$ cat src/rtl/cube_move_sequencer.sv
// rtl/cube_move_sequencer.sv - replays stored scramble/solution move sequences to the actuator
// one move per valid/ack handshake, tracking whether the cube is currently scrambled.
module cube_move_sequencer #(
   parameter int NUM_SEQ = 4,
   parameter int MAX_LEN = 32,
   parameter int MOVE_W = 4,
   parameter logic [MOVE_W-1:0] IDLE_CODE = '1,
   parameter int GAP_CYCLES = 0,
   localparam int SEL_W = (NUM_SEQ > 1) ? $clog2(NUM_SEQ) : 1,
   localparam int LEN_W = $clog2(MAX_LEN + 1),
   localparam int IDX_W = (MAX_LEN > 1) ? $clog2(MAX_LEN) : 1
) (
   input  logic              clk,
   input  logic              rst_n,
   input  logic              start_scramble,
   input  logic              start_solve,
   input  logic [SEL_W-1:0]  seq_sel,
   input  logic              abort,
   output logic [MOVE_W-1:0] move_code,
   output logic              move_valid,
   input  logic              move_ack,
   output logic              busy,
   output logic              done,
   output logic              err,
   output logic              scrambled,
   output logic [SEL_W-1:0]  cur_sel,
   input  logic              cfg_we,
   input  logic              cfg_kind,
   input  logic [SEL_W-1:0]  cfg_sel,
   input  logic [IDX_W-1:0]  cfg_addr,
   input  logic [MOVE_W-1:0] cfg_data,
   input  logic              cfg_len_we,
   input  logic [LEN_W-1:0]  cfg_len
);

   localparam int RAM_DEPTH = 2 * NUM_SEQ * MAX_LEN;
   localparam int ADDR_W = (RAM_DEPTH > 1) ? $clog2(RAM_DEPTH) : 1;
   localparam int LIDX_W = $clog2(2 * NUM_SEQ);
   localparam int GAP_W = (GAP_CYCLES > 1) ? $clog2(GAP_CYCLES) : 1;

   typedef enum logic [2:0] {S_IDLE, S_FETCH, S_ISSUE, S_GAP, S_FINISH} state_t;

   state_t              state, state_nxt;
   logic                kind, kind_nxt;
   logic [SEL_W-1:0]    sel_nxt;
   logic [IDX_W-1:0]    idx, idx_nxt;
   logic [GAP_W-1:0]    gap_cnt, gap_nxt;
   logic                scr_nxt, err_nxt;
   logic [MOVE_W-1:0]   rd_data;
   logic [LEN_W-1:0]    cur_len;
   logic [LEN_W-1:0]    lens [2*NUM_SEQ];
   logic [MOVE_W-1:0]   ram [RAM_DEPTH];
   logic                cfg_ok;

   function automatic logic [LIDX_W-1:0] len_idx(input logic k, input logic [SEL_W-1:0] s);
      return LIDX_W'((k ? NUM_SEQ : 0) + int'(s));
   endfunction

   function automatic logic [ADDR_W-1:0] ram_addr(input logic k, input logic [SEL_W-1:0] s,
                                                  input logic [IDX_W-1:0] i);
      return ADDR_W'(((k ? NUM_SEQ : 0) + int'(s)) * MAX_LEN + int'(i));
   endfunction

   assign cur_len = lens[len_idx(kind, cur_sel)];
   // Tables are frozen while a run is in progress so the replay stays consistent.
   assign cfg_ok  = rst_n && (state == S_IDLE);

   always_ff @(posedge clk) begin
      if (!rst_n) begin
         state     <= S_IDLE;
         kind      <= 1'b0;
         cur_sel   <= '0;
         idx       <= '0;
         gap_cnt   <= '0;
         scrambled <= 1'b0;
         err       <= 1'b0;
         for (int i = 0; i < 2*NUM_SEQ; i++) lens[i] <= '0;
      end else begin
         state     <= state_nxt;
         kind      <= kind_nxt;
         cur_sel   <= sel_nxt;
         idx       <= idx_nxt;
         gap_cnt   <= gap_nxt;
         scrambled <= scr_nxt;
         err       <= err_nxt;
         if (cfg_len_we && cfg_ok)
            lens[len_idx(cfg_kind, cfg_sel)] <= (cfg_len > LEN_W'(MAX_LEN)) ? LEN_W'(MAX_LEN) : cfg_len;
      end
   end

   always_ff @(posedge clk) begin
      if (cfg_we && cfg_ok)
         ram[ram_addr(cfg_kind, cfg_sel, cfg_addr)] <= cfg_data;
      if (state == S_FETCH)
         rd_data <= ram[ram_addr(kind, cur_sel, idx)];
   end

   always_comb begin
      state_nxt = state;
      kind_nxt  = kind;
      sel_nxt   = cur_sel;
      idx_nxt   = idx;
      gap_nxt   = gap_cnt;
      scr_nxt   = scrambled;
      err_nxt   = 1'b0;
      case (state)
         S_IDLE: begin
            if (start_scramble) begin
               kind_nxt = 1'b0;
               sel_nxt  = seq_sel;
               idx_nxt  = '0;
               if (lens[len_idx(1'b0, seq_sel)] == '0) begin
                  state_nxt = S_FINISH;
                  scr_nxt   = 1'b1;
               end else begin
                  state_nxt = S_FETCH;
               end
            end else if (start_solve) begin
               if (scrambled) begin
                  kind_nxt = 1'b1;
                  idx_nxt  = '0;
                  if (lens[len_idx(1'b1, cur_sel)] == '0) begin
                     state_nxt = S_FINISH;
                     scr_nxt   = 1'b0;
                  end else begin
                     state_nxt = S_FETCH;
                  end
               end else begin
                  err_nxt = 1'b1;
               end
            end
         end
         S_FETCH: state_nxt = S_ISSUE;
         S_ISSUE: begin
            if (move_ack) begin
               if (LEN_W'(idx) + LEN_W'(1) == cur_len) begin
                  state_nxt = S_FINISH;
                  scr_nxt   = ~kind;
               end else begin
                  idx_nxt   = idx + IDX_W'(1);
                  gap_nxt   = '0;
                  state_nxt = (GAP_CYCLES == 0) ? S_FETCH : S_GAP;
               end
            end
         end
         S_GAP: begin
            if (int'(gap_cnt) >= GAP_CYCLES - 1) state_nxt = S_FETCH;
            else gap_nxt = gap_cnt + GAP_W'(1);
         end
         S_FINISH: state_nxt = S_IDLE;
         default:  state_nxt = S_IDLE;
      endcase
      // A half-played scramble still leaves the cube dirty; a half-played solve does too.
      if (abort && state != S_IDLE) begin
         state_nxt = S_IDLE;
         scr_nxt   = kind ? scrambled : 1'b1;
      end
   end

   always_comb begin
      busy       = (state != S_IDLE);
      move_valid = (state == S_ISSUE);
      move_code  = (state == S_ISSUE) ? rd_data : IDLE_CODE;
      done       = (state == S_FINISH);
   end

endmodule

$ cat config.mk
export PLATFORM = sky130hd
export DESIGN_NAME = cube_move_sequencer
export DESIGN_NICKNAME = d
export VERILOG_FILES = /design/src/rtl/cube_move_sequencer.sv
export SDC_FILE = /design/constraint.sdc
export NUM_CORES = 1
export LEC_CHECK = 0
export ABC_CLOCK_PERIOD_IN_PS = 6000
export CORE_ASPECT_RATIO = 2
export CORE_MARGIN = 2
export CORE_UTILIZATION = 55
export CTS_CLUSTER_SIZE = 40
export DETAILED_ROUTE_END_ITERATION = 12
export PLACE_DENSITY = 0.7
export SLEW_MARGIN = 20
export SYNTH_ARGS = -nofsm -noshare
export SYNTH_HDL_FRONTEND = slang
export SYNTH_SLANG_ARGS = --single-unit
export TNS_END_PERCENT = 5
$ cat constraint.sdc
create_clock -name clk -period 6 [get_ports clk]
set_input_delay 1.2 -clock clk [delete_from_list [all_inputs] [get_ports clk]]
set_output_delay 1.2 -clock clk [all_outputs]
set_load 0.05 [all_outputs]
==> metrics.md, run 1 <==
| Metric | Value |
|---|---|
| Slew HR | `23.0%` |
| Max Root-Sink Buffers | `3` |
| GRT Residual Overflow | `0` |
| Crit path from | `rst_n` |
| Startpoint class of the critical path | `input port` |
| Die ar. | `0.0818 mm2` |
| Slowest cell on the critical path | `nand3_1` |
| Hold Fails Final Rpt | `0` |
| Synth Instances | `2435` |
| Cell count after placement | `3414` |
| Routed WL | `109 mm` |
| CP Capture Type | `flip-flop` |
| Vert. Die Dim | `402 um` |
| Gp weighted congestion | `0.905` |
| Clock Latency Late Sink | `0.67 ns` |
| Die width | `203 um` |
| Least-Margin Pin Slew | `1.15 ns` |
| Avg Inst Size Synth | `17.9 um2` |
| Synth unique cells | `61` |
| First-pass GRT wire length | `156 mm` |
| Largest stage delay on the critical path | `0.68 ns` |
| # setup viols final | `0` |
| RSZ-0062 raised after global routing | `no` |
| Crit path buf inv count | `3` |
| Final nets | `2494` |
| Worst-path fanout max | `20` |
| FFs w/ async S/R, synth | `0%` |
| Post-cts resize count | `0` |
| Top FF cell, synth | `edfxtp_1` |
| Status | `complete, no violations` |
| Clock Sinks | `1089` |
| Initial Util | `55.3%` |
| Delay-heaviest family, CP | `simple AND/OR/NAND/NOR gates` |
| CTS tree | `yes` |
| GRT Util Overall | `26.9%` |
| Routed WL per cell | `30.6 um` |
| Hpwl dp | `70.2 mm` |
| Num rows | `146` |
| Crit share post-route | `67.1%` |
| Critical-path cell list | `clkdlybuf4s50_1, buf_4, and3_1, nor3b_1, nand3_1, buf_4, nor2_1` |
| Sequential fraction of the synthesis area | `74.6%` |
| Mapped cell area | `0.0436 mm2` |
| Core box area | `0.0789 mm2` |
| Vias per inst | `6.43` |
| EDFF count, synth | `1076` |
| Hold-fix buffers at CTS | `0` |
| Vias in the first global route | `23900` |
| Critical path type | `input port to flip-flop` |
| Peak VDD IR | `0.193 mV` |
| Crit path time final | `4.02 ns` |
| Worst Hold Class | `flip-flop to flip-flop` |
| Worst Skew | `0.0289 ns` |
| Fillers | `5577` |
| Most frequent cells in the layout | `1076 x edfxtp_1, 344 x nor2_1, 208 x mux2i_1` |
| Commonest non-fill, non-tap cell in the layout | `edfxtp_1` |
| Layout Cells excl Fill | `3564` |
| I/O pins | `39` |
| # diodes | `0` |
| Clock-pin transition on the worst setup and hold timing paths | `0.07 ns` |
| Flop2flop setup slack | `1.98 ns` |
| Layout cells sized above 1 | `15.9%` |
| Yosys warning count | `0` |
| H-tree levels | `3` |
| #FFs+latches synth | `1089` |
| Routed via count | `22900` |
| Antenna violations before repair | `2` |
| Area Growth Syn to Fin | `9.99%` |
| Hold_ws | `0.538 ns` |
| Max Cap Violations | `0` |
| Largest net degree at the start of global routing | `149` |
| Worst Path Arrival | `4.33 ns` |
| Max Clock Freq | `249 MHz` |
| Final count of pins violating max slew | `0` |
| Reg-to-reg startpoint | `idx[0]` |
| Drt first pass iters | `5` |
| PD cells | `304 mW/mm2` |
| Iter 0 DRT Violations | `2502` |
| Worst path required time | `6.30 ns` |
| Static Leak | `14.0 nW` |
| CTS buffer count | `85` |
| PortBufs | `38` |
| CP dominant cell by count | `buf_4` |
| Min-Delay Startpoint | `scrambled` |
| CTS root buf | `clkbuf_16` |
| Post-route ant nets | `0` |
| Setup repair bufs after CTS | `0` |
| Detailed-route DRC error count | `0` |
| Setup tns final | `0 ns` |
| Syn nets | `2464` |
==> synth_stat cells, types with 3 or more instances <==
cell type  instances  share of area [%]
and2_1             5              0.072
o21ai_0           53               0.61
nor3b_1            3              0.052
nand2_1           93               0.80
clkbuf_1          87               0.75
nor2b_1           10               0.14
buf_2             41               0.47
and3_1             4              0.057
buf_1             20               0.17
inv_1              8              0.069
a31oi_1           10               0.14
nor4b_1            3              0.060
mux2i_1          208                4.8
a211o_1            6               0.12
o211ai_1          10               0.17
nand2b_1           8               0.11
a22oi_1           12               0.21
o221ai_1          32               0.64
o22ai_1           34               0.49
dfxtp_1           13               0.60
a21oi_1           27               0.31
a221oi_1           4              0.080
nor2_1           345                3.0
nand3b_1           6               0.10
nor3_1            22               0.25
edfxtp_1        1076                 74
mux4_2           194                 10
a211oi_1          23               0.40
nand3_1           26               0.30
nor4_1             9               0.13
mux2_2             6               0.15
==> sequential cells by signal (all words and copies together) (netlist names) <==
signal and cells:
idx 5, rd_data 4, state 3, ram 1024, kind 1, scrambled 1
cur_sel 2, err 1, lens 48
==> per-layer routing <==
metal,GRT usage [%],wire length (um)
met4,13.8,5850
met5,0,22
met2,49.0,59300
met3,3.85,6770
met1,30.5,36900
==> kinds of logic after synthesis <==
logic type	synth area share (%)
simple gates	5.25
fa+ha+maj	0.0287
buf+inv	1.57
xor+xnor	0.0602
compound gates	3.55
mux	14.9
flops	74.6
==> final timing paths <==
path | endpoint | cells past startpoint
worst max-delay path | ram[76][2] | 7
worst min register to register | err | 1
worst max register to register | rd_data[0] | 8
worst min-delay path | err | 1
==> layout make-up <==
| class | count | area [um2] | share of cell area (%) |
|---|---|---|---|
| Multi-Input combinational cell | 1186 | 10400 | 21.7 |
| Clock inverter | 56 | 557 | 1.16 |
| Tap cell | 1036 | 1300 | 2.70 |
| Timing Repair Buffer | 95 | 926 | 1.93 |
| Clock buffer | 94 | 2200 | 4.59 |
| Inverter | 8 | 30.0 | 0.0625 |
| Sequential cell | 1089 | 32600 | 67.9 |
==> power by group <==
part,switching (mW),leakage (nW),internal [mW]
sequential,0.0273,9.84,8.38
combinational,0.370,2.78,0.142
clock,2.57,1.33,3.09
total,2.97,14.0,11.6
==> per-stage QoR <==
stage / worst slack, ns / utilization (%) / power [mW] / cell area (um2)
floorplan: 2.90 / - / 8.80 / 43600
global placement: 1.71 / 57.3 / 9.07 / 45200
detailed placement: 1.53 / 57.3 / 9.08 / 45200
CTS: 2.14 / 60.8 / 14.6 / 48000
global route: 1.87 / 60.8 / 14.9 / 48000
finish: 1.98 / 60.8 / 14.6 / 48000
Note: power is estimated with default switching activity, not from simulation.
==> run 2: changes to the inputs <==
--- a/config.mk
+++ b/config.mk
@@ -5,13 +5,13 @@
 export SDC_FILE = /design/constraint.sdc
 export NUM_CORES = 1
 export LEC_CHECK = 0
-export ABC_CLOCK_PERIOD_IN_PS = 6000
+export ABC_CLOCK_PERIOD_IN_PS = 3350
 export CORE_ASPECT_RATIO = 2
 export CORE_MARGIN = 2
 export CORE_UTILIZATION = 55
 export CTS_CLUSTER_SIZE = 40
 export DETAILED_ROUTE_END_ITERATION = 12
-export PLACE_DENSITY = 0.7
+export PLACE_DENSITY = 0.73
 export SLEW_MARGIN = 20
 export SYNTH_ARGS = -nofsm -noshare
 export SYNTH_HDL_FRONTEND = slang
==> constraint.sdc (replaced) <==
create_clock -name clk -period 3.35 [get_ports clk]
set_input_delay 0.67 -clock clk [delete_from_list [all_inputs] [get_ports clk]]
set_output_delay 0.67 -clock clk [all_outputs]
set_load 0.05 [all_outputs]
==> metrics.md, run 2 (same netlist as run 1, synthesis figures left out) <==
| Metric | Value |
|---|---|
| Slew HR | `38.1%` |
| Status | `complete, no violations` |
| Clock-pin transition on the worst setup and hold timing paths | `0.07 ns` |
| Area Growth Syn to Fin | `12.8%` |
| Tot Pwr | `25.9 mW` |
| Worst path required time | `2.68 ns` |
| Vias per inst | `6.40` |
| Worst path depth | `3` |
| Antenna violations before repair | `1` |
| First-pass GRT wire length | `157 mm` |
| Static Leak | `14.7 nW` |
| GRT Util Overall | `26.7%` |
| Final nets | `2639` |
| Vias in the first global route | `24600` |
| Clock Latency Late Sink | `0.65 ns` |
| Final worst setup slack | `0.119 ns` |
| Crit path time final | `3.23 ns` |
| Worst Hold Class | `input port to flip-flop` |
| I/O pins | `39` |
| Initial Util | `55.3%` |
| Setup tns final | `0 ns` |
| Die ar. | `0.0818 mm2` |
| Startpoint class of the critical path | `flip-flop` |
| Routed WL | `108 mm` |
| Crit path buf inv count | `1` |
| CTS tree | `yes` |
| Detailed-route DRC error count | `0` |
| Post-route ant nets | `0` |
| Slowest cell on the critical path | `clkdlybuf4s50_1` |
| Critical-path cell list | `nor2_1, and2_1, clkdlybuf4s50_1` |
| Largest register FFs | `1024` |
| Num rows | `146` |
| Crit share post-route | `96.4%` |
| Die width | `203 um` |
| Commonest non-fill, non-tap cell in the layout | `edfxtp_1` |
| Layout cells sized above 1 | `20.3%` |
| Hpwl dp | `71.5 mm` |
| Delay-heaviest family, CP | `buffers and inverters` |
| Worst Path Arrival | `2.56 ns` |
| Routed via count | `23700` |
| Hold-fix buffers at CTS | `0` |
| CTS root buf | `clkbuf_16` |
| H-tree levels | `3` |
| Worst Skew | `0.0179 ns` |
| Max Root-Sink Buffers | `3` |
| Fillers | `5444` |
| Vert. Die Dim | `402 um` |
| CP Capture Type | `primary output` |
| PD cells | `525 mW/mm2` |
| Gp weighted congestion | `0.906` |
| Critical path type | `flip-flop to primary output` |
| GRT Residual Overflow | `0` |
| Biggest regs | `ram: 1024 flops, lens: 48 flops, idx: 5 flops` |
| Hold Fails Final Rpt | `0` |
| RSZ-0062 raised after global routing | `no` |
| Worst r2r path cells | `10` |
| Final count of pins violating max slew | `0` |
| Iter 0 DRT Violations | `2701` |
| Worst hold stages | `1` |
| Reg with most FFs | `ram` |
| Largest stage delay on the critical path | `0.89 ns` |
| Largest net degree at the start of global routing | `82` |
| Most frequent cells in the layout | `1076 x edfxtp_1, 345 x nor2_1, 208 x mux2i_1` |
| Core box area | `0.0789 mm2` |
| Least-Margin Pin Slew | `0.924 ns` |
| Drt first pass iters | `6` |
| CTS buffer count | `84` |
| Max Cap Violations | `0` |
| # diodes | `0` |
| Placement Setup Slack | `-0.301 ns` |
| Worst-path fanout max | `10` |
| Peak VDD IR | `0.336 mV` |
| Clock Sinks | `1089` |
| # setup viols final | `0` |
| Routed WL per cell | `29.1 um` |
| Max Clock Freq | `310 MHz` |
| PortBufs | `38` |
==> run 2: cell count changes in the layout (fill, tap and decap cells not counted), sizes merged <==
cell      change
buf         +146
clkinv        +5
clkinvlp      -4
bufinv        -2
clkbuf        +2
inv           -2
==> run 2: timing repair <==
action	CTS	global route
hold endpoints to repair	0	0
gates resized for setup	2	0
setup buffers	1	2
endpoints found under the setup margin	3	2
==> run 2: metal layers <==
metal	track usage (%)	vias up	part of all wire (%)
li1	-	10000	-
met3	3.69	294	6.9
met5	0	-	0.012
met2	48.5	1173	54
met4	14.1	2	5.8
met1	30.3	12200	33
==> run 2: final cells by class <==
| class | count | area (um2) | area share (%) |
|---|---|---|---|
| Multi-Input combinational cell | 1186 | 10400 | 21.1 |
| Sequential cell | 1089 | 32600 | 66.2 |
| Clock inverter | 53 | 478 | 0.970 |
| Inverter | 8 | 30.0 | 0.0610 |
| Tap cell | 1036 | 1300 | 2.63 |
| Clock buffer | 96 | 2170 | 4.40 |
| Timing Repair Buffer | 241 | 2290 | 4.65 |
==> run 2: worst paths after layout <==
path              slack (ns)        start          end
hold reg to reg         0.54    scrambled    scrambled
setup / recovery        0.12     state[0]   move_valid
setup reg to reg        0.12       idx[1]   rd_data[2]
hold / removal          0.43  cfg_data[1]  ram[246][1]
==> run 2: through the flow <==
| step | util [%] | hold slack [ns] | cells | instance area (um2) |
|---|---|---|---|---|
| detailed placement | 59.0 | 0.513 | 3557 | 46500 |
| global route | 62.4 | 0.424 | 3709 | 49300 |
| CTS | 62.4 | 0.404 | 3707 | 49200 |
| floorplan | - | 0.489 | 2435 | 43600 |
| global placement | 59.0 | 0.499 | 3557 | 46500 |
| finish | 62.4 | 0.427 | 3709 | 49300 |
==> run 2: where the power goes <==
| part | leakage, nW | switching, mW | internal, mW | total, mW |
|---|---|---|---|---|
| registers | 9.84 | 0.0428 | 15.0 | 15.0 |
| logic | 3.59 | 0.677 | 0.312 | 0.989 |
| clock network | 1.30 | 4.56 | 5.28 | 9.84 |
| total | 14.7 | 5.28 | 20.6 | 25.9 |
